## config.mk

```make
export PLATFORM = sky130hd
export DESIGN_NAME = tug_of_war_ctrl
export DESIGN_NICKNAME = d
export VERILOG_FILES = /design/src/rtl/tug_of_war_ctrl.sv
export SDC_FILE = /design/constraint.sdc
export NUM_CORES = 1
export LEC_CHECK = 0
export CORE_AREA = 2 2 203 205
export CTS_CLUSTER_SIZE = 40
export DETAILED_ROUTE_END_ITERATION = 12
export DIE_AREA = 0 0 205 207
export HOLD_SLACK_MARGIN = 0.06
export SLEW_MARGIN = 30
export SYNTH_ARGS = -nofsm -noshare
export SYNTH_HDL_FRONTEND = slang
export SYNTH_SLANG_ARGS = --single-unit
```

## constraint.sdc

```tcl
create_clock -name clock -period 1.8 [get_ports clock]
set_input_delay 0.36 -clock clock [delete_from_list [all_inputs] [get_ports clock]]
set_output_delay 0.36 -clock clock [all_outputs]
set_load 0.1 [all_outputs]
```

## src/rtl/tug_of_war_ctrl.sv

```systemverilog
// Tug-of-war game controller: button edge detect, round/match FSM, scores,
// and full 16x16 red/green pixel rendering for the LED matrix driver.
module tug_of_war_ctrl #(
    parameter int CENTER      = 8,
    parameter int WIN_SCORE   = 7,
    parameter int HOLD_CYCLES = 4
) (
    input  logic              clock,
    input  logic              reset,
    input  logic              LK,
    input  logic              RK,
    input  logic              key,
    output logic [15:0][15:0] RedPixels,
    output logic [15:0][15:0] GrnPixels,
    output logic [1:0]        winner,
    output logic              match_over
);

    localparam int HW = (HOLD_CYCLES > 1) ? $clog2(HOLD_CYCLES) : 1;
    localparam logic [3:0]    CTR       = 4'(CENTER);
    localparam logic [3:0]    WSC       = 4'(WIN_SCORE);
    localparam logic [HW-1:0] HOLD_LAST = HW'(HOLD_CYCLES - 1);

    typedef enum logic [1:0] {IDLE, PLAY, ROUND_WIN, MATCH_OVER} state_t;

    typedef struct packed {
        state_t        state;
        logic [3:0]    pos;
        logic [3:0]    lscore;
        logic [3:0]    rscore;
        logic [HW-1:0] hold_cnt;
    } ctx_t;

    localparam ctx_t CTX_RST = '{state: IDLE, pos: CTR, lscore: 4'd0,
                                 rscore: 4'd0, hold_cnt: '0};

    ctx_t r, rn;
    logic prev_lk, prev_rk, prev_key;
    logic lk_p, rk_p, key_p;
    logic left_side;
    logic [15:0] lbar, rbar;

    assign lk_p  = LK  & ~prev_lk;
    assign rk_p  = RK  & ~prev_rk;
    assign key_p = key & ~prev_key;

    // Who won: the marker sits on the goal column during the hold, and the
    // pos has been re-centred by match over, so fall back to the scores there.
    assign left_side = (r.state == ROUND_WIN) ? (r.pos == 4'd15) : (r.lscore == WSC);

    function automatic logic [3:0] sat_inc(input logic [3:0] s);
        return (s >= WSC) ? s : s + 4'd1;
    endfunction

    // Prev registers come out of reset high so a held button is not a press.
    always_ff @(posedge clock) begin
        if (reset) begin
            r        <= CTX_RST;
            prev_lk  <= 1'b1;
            prev_rk  <= 1'b1;
            prev_key <= 1'b1;
        end else begin
            r        <= rn;
            prev_lk  <= LK;
            prev_rk  <= RK;
            prev_key <= key;
        end
    end

    always_comb begin
        rn = r;
        case (r.state)
            IDLE: begin
                if (key_p) rn.state = PLAY;
            end
            PLAY: begin
                if (lk_p && !rk_p) begin
                    rn.pos = r.pos + 4'd1;
                    if (r.pos == 4'd14) begin
                        rn.lscore   = sat_inc(r.lscore);
                        rn.state    = ROUND_WIN;
                        rn.hold_cnt = '0;
                    end
                end else if (rk_p && !lk_p) begin
                    rn.pos = r.pos - 4'd1;
                    if (r.pos == 4'd1) begin
                        rn.rscore   = sat_inc(r.rscore);
                        rn.state    = ROUND_WIN;
                        rn.hold_cnt = '0;
                    end
                end
            end
            ROUND_WIN: begin
                rn.hold_cnt = r.hold_cnt + 1'b1;
                if (r.hold_cnt == HOLD_LAST) begin
                    rn.pos      = CTR;
                    rn.hold_cnt = '0;
                    rn.state    = (((left_side ? r.lscore : r.rscore)) == WSC) ? MATCH_OVER : PLAY;
                end
            end
            MATCH_OVER: begin
                if (key_p) rn = CTX_RST;
            end
            default: rn = CTX_RST;
        endcase
    end

    for (genvar i = 0; i < 16; i++) begin : g_bar
        assign lbar[15-i] = (4'(i) < r.lscore);
        assign rbar[i]    = (4'(i) < r.rscore);
    end

    always_comb begin
        RedPixels     = '0;
        GrnPixels     = '0;
        winner        = 2'b00;
        match_over    = 1'b0;
        GrnPixels[15] = lbar | rbar;
        case (r.state)
            IDLE, PLAY: RedPixels[0][r.pos] = 1'b1;
            ROUND_WIN: begin
                winner = left_side ? 2'b10 : 2'b01;
                if (left_side) GrnPixels[0][15] = 1'b1;
                else           GrnPixels[0][0]  = 1'b1;
            end
            MATCH_OVER: begin
                winner     = left_side ? 2'b10 : 2'b01;
                match_over = 1'b1;
                if (left_side) GrnPixels[0][15:8] = 8'hFF;
                else           GrnPixels[0][7:0]  = 8'hFF;
            end
            default: ;
        endcase
    end

endmodule

```

* After elaboration in Yosys (flattened, before gate mapping)
Cells that the tools add are included.
Word-level totals: bits of input ports 5, register bits after elaboration 19, logic and storage cells 130
Operators by class: add/sub/neg operators 5, equal/unequal tests 22, magnitude comparators 36, reductions and logical operators 15, muxes and demuxes 37, bitwise gates (word level) 7
Operator list (number):
- $lt A4 B4 Y1 const A | 16
- $lt A3 B4 Y1 const A | 8
- $mux W16 | 2
- $mux W6 | 5
- $mux W4 | 6
- $mux W2 | 9
- $ne A2 B2 Y1 const B | 9
- $lt A1 B4 Y1 const A | 4
- $lt A2 B4 Y1 const A | 4
- $mux W8 | 2
- $or A16 B16 Y16 | 1
- $pmux W8 S2 | 1
- $mux W14 | 1
- $add A4 B1 Y4 const B | 3
- $pmux W4 S3 | 1
- $reduce_and A6 Y1 | 2
- $reduce_and A5 Y1 | 2
- $ne A3 B3 Y1 const B | 3
- $eq A4 B3 Y1 const B | 2
- $eq A4 B4 Y1 const B | 2
- $ge A4 B3 Y1 const B | 2
- $pmux W2 S4 | 1
- $eq A2 B2 Y1 const B | 3
- $pmux W2 S3 | 1
- 19 further kinds | 32

* Depth between registers and ports, before layout
word-level depth 7, gate-level depth with buffers 6

* Least setup slack after synthesis
Ideal clock, no wire load.
path type register -> output, from register r[4] in the netlist's numbering, to output GrnPixels[252] in the netlist's numbering, setup slack -1410 ps, cell stages (with the launch flop) 4, arrival time 2850 ps, path through dfxtp_1 -> clkbuf_1 -> nand2_1 -> o21ai_0
RTL lines:
- start: declaration | line 37 | ctx_t r, rn;
- start signal: assignment | line 63 | r <= rn;
- end: declaration | line 14 | output logic [15:0][15:0] GrnPixels,

==> out/metrics.yaml <==
status: "complete, but fails checks"
violations: "negative setup slack"
viasPerCell: 2.32
critPathCaptureType: "output port"
fillers: 4637
syn_avg_cell_area_um2: 7.47
cp.required_ns: 1.44
portBuffers: 55
drc: 0
p_switching_mw: 4.57
combPwrFrac_pct: 83.5
dieArea_um2: 42400
hold_buffers: 0
hold_viol: 0
drtIter0Drc: 119
die_y_um: 207
rsz0062_at_grt: "true"
cts_tree: "yes"
slowest_delay_ns: 0.35
critPathSlowestCell: "dfxtp_4"
pre_cts_slack_ns: -0.413
cts-root-buf: "clkbuf_16"
fmax_mhz: 547
fin_skew_ns: 0.00155
period_minus_slack_ns: 1.83
swShare_pct: 84.3
report.final.slew_viol_count: 0
synth_async_sr_flop_share_pct: 0
wire_per_inst_um: 6.46
whs_ns: 0.445
ys_types: 43
start_kind: "flip-flop"
path_cells: "inv_4 > nor4_4 > buf_4 > nor2_4 > buf_12 > buf_12"
syn_area_um2: 5180
finalCritPeriodShare_pct: 102
wl_mm: 8.43
p_leak_nw: 2.94
rows: 74
critPathBufInv: 4
critPathKind: "reg -> out"
place_congestion: 0.766
setup_viol: 9
vias: 3027
synthCells: 694
fp.dieW_um: 205
peakVddDrop_mv: 0.799
clkTransAtPathRegs_ns: 0.05
ant_nets: 0
final_cell_count_no_fill: 1305
power_frac_clock_pct: 8.6
intPower_uw: 852
min_path_type: "in -> reg"
insertion_delay_ns: 0.25
grt_pass1_wl_mm: 10.9
synth-edff-count: 0
crit_path_max_fanout: 7
grt_overflow: 0
cp_common_cell: "buf_12"
area_delta_synth_final_pct: 11.1
yosysWarningCount: 0
start_util_pct: 12.8
maxCapViolations: 0
cts_htree_levels: 1
antenna_found_initial: 0
nNetsFinal: 790
dpl.cell_count: 1290
ios: 520
yosysSeqAreaShare_pct: 7.34
core-area_um2: 40400
grt_use_total_pct: 3.06
drt_pass1_iterations: 4
grt_pass1_vias: 2064
p_per_area_nw_per_um2: 942
ys_ff_latch: 19
cts.sinks: 19
grt_max_degree: 20
clk_path_buf_depth: 2
numCtsBuffers: 3
p_seq_share_pct: 8.0
diodes: 0
hpwl_mm: 7.34
worstPathArrival_ns: 1.47
final_layout_size_suffix_gt1_share_pct: 22.6
path_delay_family: "buffers and inverters"
finalWorstSetupSlack_ns: -0.0271
ys.flop_type: "dfxtp_1"
[timing repair]
action,4_1_cts,5_1_grt
pin swaps,5,6
resized for setup,29,17
buffers inserted,7,4
setup endpoints to repair,50,36
[final timing paths]
check | startpoint | cells past startpoint | end | slack, ns
max | r[7] | 6 | GrnPixels[1] | -0.03
min | LK | 2 | prev_lk | 0.44
max reg2reg | r[7] | 6 | r[8] | 0.13
min reg2reg | r[6] | 2 | r[6] | 0.53
[cells in the final DEF (no fill, tap or decap), types with 6 or more instances in the layout]
| cell | n |
|---|---|
| nand3_1 | 11 |
| a21oi_1 | 12 |
| buf_4 | 44 |
| and3_2 | 7 |
| dfxtp_4 | 6 |
| buf_12 | 52 |
| and3_1 | 7 |
| ha_2 | 6 |
| inv_1 | 9 |
| and2_2 | 8 |
| o21ai_0 | 10 |
| o211ai_1 | 7 |
| conb_1 | 464 |
| dfxtp_1 | 9 |
| nand2_1 | 11 |
[cell usage after synthesis, drive strengths merged, types with 2 or more instances]
library cell | number | area [µm²]
a21o | 2 | 15.0
a31oi | 5 | 31.3
nand4 | 4 | 25.0
and2 | 9 | 56.3
nor4 | 2 | 12.5
and3 | 15 | 93.8
o2111ai | 2 | 17.5
a2111o | 3 | 33.8
a21oi | 14 | 70.1
inv | 14 | 52.6
or4 | 2 | 15.0
nand4b | 3 | 26.3
a211oi | 2 | 15.0
nor2 | 11 | 41.3
o21ai | 16 | 80.1
o211a | 2 | 20.0
or2 | 3 | 18.8
nand2 | 13 | 48.8
ha | 11 | 138
nand2b | 5 | 38.8
dfxtp | 19 | 380
nand3 | 14 | 70.1
buf | 482 | 3620
o21a | 3 | 22.5
nor3 | 6 | 30.0
o211ai | 7 | 52.6
nor2b | 3 | 18.8
clkbuf | 10 | 37.5
[area by class of cell]
cell class / instances / area (µm²) / area share, %
clock buffers: 4 / 78.8 / 1.37
inverters: 15 / 58.8 / 1.02
multi-input cells: 631 / 3070 / 53.3
flip-flops and latches: 19 / 408 / 7.09
well taps: 532 / 666 / 11.6
repair buffers: 104 / 1480 / 25.6
[layer usage]
layer / share of wire [%] / vias to the layer above / GRT usage (%) / wire [µm]
met5: 0 / - / 0 / 0
met4: 0.36 / 0 / 0.595 / 30
met3: 13 / 3 / 0.755 / 1060
met2: 55 / 222 / 5.92 / 4600
met1: 32 / 1365 / 3.33 / 2740
li1: - / 1437 / - / -
[state kept, by name (all words and copies together) (netlist names)]
register	cells
prev_key	1
prev_lk	1
prev_rk	1
r	16
[per-stage QoR]
stage | utilization, % | TNS (ns) | area [µm²] | power (mW)
5_1_grt | 14.3 | -0.830 | 5760 | 5.52
6_report | 14.3 | -0.194 | 5760 | 5.42
3_5_place_dp | 13.5 | -3.64 | 5450 | 4.94
2_1_floorplan | - | -2.20 | 7260 | 5.60
3_3_place_gp | 13.5 | -3.37 | 5450 | 4.94
4_1_cts | 14.0 | -0.308 | 5660 | 5.40
[kinds of logic after synthesis]
logic type / count (synthesis) / share of synthesized area [%]
buffers and inverters: 507 / 71.7
and+or+nand+nor: 94 / 10.3
AOI/OAI and AO/OA: 60 / 7.58
DFF: 19 / 7.34
adders and majority gates: 11 / 2.66
other: 1 / 0.0724
xor gates and xnor gates: 1 / 0.169
muxes: 1 / 0.193
[power groups by stage]
stage / registers (mW) / clock network, mW / logic [mW]
5_1_grt: 0.433 / 0.493 / 4.59
3_5_place_dp: 0.446 / 0 / 4.49
6_report: 0.431 / 0.464 / 4.53
3_3_place_gp: 0.446 / 0 / 4.49
2_1_floorplan: 0.446 / 0 / 5.16
4_1_cts: 0.430 / 0.476 / 4.50
Power figures use the tool's default switching activity.
==> edit: new RTL, config.mk and constraints unchanged <==
`HOLD_CYCLES`: 4 -> 8.
--- a/src/rtl/tug_of_war_ctrl.sv
+++ b/src/rtl/tug_of_war_ctrl.sv
@@ -4,5 +4,5 @@
     parameter int CENTER      = 8,
     parameter int WIN_SCORE   = 7,
-    parameter int HOLD_CYCLES = 4
+    parameter int HOLD_CYCLES = 8
 ) (
     input  logic              clock,
Function: same outputs for any inputs over 10 cycles, from zero or initial values and one cycle with reset high; that may be too few to reach the edited logic, so the function may still have changed.
==> edit against the unedited design <==
- the flow still finishes with violations (setup timing)
- worst setup slack better by 24 ps
- sequential cell count rose by 1
- total power rose by 15%
- non-clock buffer count down 13
- final area grew 0.39%
- synthesized area rose by 0.87%
- utilization rose by 0.056 points
- register-to-register slack worse by 20 ps
- clock power is 9.7% higher
- sequential share of layout area rose by 0.43 points
- routed wire length fell by 1.1%
==> edit: results (changes against the unedited design) <==
----------------------------------------------------
[Critical path]
  Critical Path AT ... 1440 ps (-30 ps)
  Worst path top cell family by delay ... flip-flops
  CP startpoint ... r[12]
  Largest fanout on the critical path ... 6 (-1)
  Slowest stage delay, CP ... 370 ps (+20 ps)
  Cell with the largest stage delay on the worst path ... dfxtp_4
  Startpoint of the lowest-slack register-to-register path ... r[16]

[Status]
  Outcome ... complete, but fails checks
  Failing checks ... setup timing

[Logic synthesis]
  Sequential area share after synthesis ... 0.0766 (+0.00320)
  Number of library cell types mapped by synthesis ... 46 (+7.0%)
  Share of synthesized registers carrying an async set or reset ... 0 (unchanged)
  Area contributors post-synth ... buf_4, dfxtp_1, ha_1, and2_1, nor2_1
  Most frequent cells after synthesis ... buf_4, dfxtp_1, nor2_1
  Avg Cell Area, Syn ... 7.49 um^2 (+0.29%)

[Placed design]
  Worst slack at placement ... -157 ps (+256 ps)
  Cell count after placement ... 1278 (-0.93%)
  Final weighted congestion in routability-driven placement ... 0.782 (+2.1%)
  DPL Wire Length ... 7.06 mm (-3.9%)

[CTS]
  Number of buffers on the longest clock path ... 2 (unchanged)

[Routing]
  DRT iter0 DRCs ... 85 (-29%)
  DR WL met2 ... 4.67 mm (+1.6%)
  Routed length on met3 ... 1.01 mm (-4.3%)
  Via count normalized by instance count ... 2.30 (-0.78%)
  Total via count after detailed routing ... 2978 (-1.6%)
  Routed metal-1 wire length ... 2.61 mm (-4.6%)
  Average wire length per cell after detail routing ... 6.44 um (-0.26%)
  Top metal layer carrying routed signals ... met4

[Hold path]
  Path category of the worst min-delay check ... reg2reg
  Hold path start ... r[0]

[STA]
  Clock skew after layout ... 3.49 ps (+1.93 ps)
  TNS Setup ... -5.91 ps (+188 ps)
  Final setup viols ... 2 (-7)
  Worst-case setup margin in the final layout ... -3.09 ps (+24.0 ps)

[GRT]
  Pin count of the biggest net entering global routing ... 15 (-25%)
  GRT Resource Usage Total ... 0.0307 (+0.000100)
  Met2 capacity usage during global routing ... 0.0605 (+0.00128)
  Met3 GRT Util ... 0.00582 (-0.00173)
  Global Route met1 Usage ... 0.0340 (+0.000671)
  Wire length of the first global-routing pass ... 10.9 mm (-0.26%)
  Via count of the first global-routing pass ... 1941 (-6.0%)

[Power]
  Worst voltage drop across the vdd grid ... 0.000739 V (-7.4%)
  Static Leakage ... 2.91 nW (-1.2%)

[Final layout]
  Final #Nets ... 780 (-1.3%)
  Number of fillers in the final layout ... 4588 (-1.1%)
  Number of flip-flops under the largest register name ... 17 (+1)
  Layout cell share with drive strength beyond 1 ... 0.222 (-0.00461)

----------------------------------------------------
==> edit: changes by cell type in the layout (fill, tap and decap cells not counted), sizes merged, moves of 4 or more <==
cell and delta:
o211ai -7, a31oi -4, nor2 +8, and3 -5, buf -13, nand2 +5, inv -4
==> edit: timing repair <==
| item | in CTS | in global routing |
|---|---|---|
| resized for setup | 36 | 24 |
| buffers inserted | 4 | 8 |
| pin swaps | 3 | 5 |
| setup endpoints to repair | 35 | 35 |
==> edit: final timing paths <==
| kind | to | cells after the start | slack (ps) |
|---|---|---|---|
| worst min register to register | r[0] | 1 | 500 |
| worst min-delay path | r[0] | 1 | 500 |
| worst max-delay path | GrnPixels[0] | 6 | -3 |
| worst max register to register | r[9] | 5 | 110 |
==> edit: cell type report <==
| class | count | share of cell area |
|---|---|---|
| Clock buffer | 4 | 0.0154 |
| Sequential cell | 20 | 0.0751 |
| Multi-Input combinational cell | 637 | 0.549 |
| Tap cell | 532 | 0.115 |
| Inverter | 10 | 0.00693 |
| Timing Repair Buffer | 91 | 0.238 |
==> edit: power breakdown <==
group | leakage [nW] | internal [mW] | switching [mW]
registers | 0.170 | 0.473 | 0.0725
clock network | 0.0442 | 0.339 | 0.170
logic | 2.69 | 0.390 | 4.82
==> edit: kinds of logic (layout without fill, tap and decap cells) <==
logic type,Yosys count,in the layout,share of synthesized area
buf+inv,504,105,0.709
simple gates,109,109,0.114
compound gates,46,46,0.0589
flops,20,20,0.0766
fa+ha+maj,12,12,0.0287
mux,5,5,0.00981
other cells,1,464,0.000717
xor+xnor,1,1,0.00168
==> edit: stage by stage <==
| step | area, um^2 | hold WS, ps |
|---|---|---|
| after CTS | 5630 | 496 |
| final | 5780 | 501 |
| after floorplan | 7250 | 454 |
| after detailed placement | 5380 | 488 |
| after global placement | 5380 | 480 |
| after global routing | 5780 | 543 |
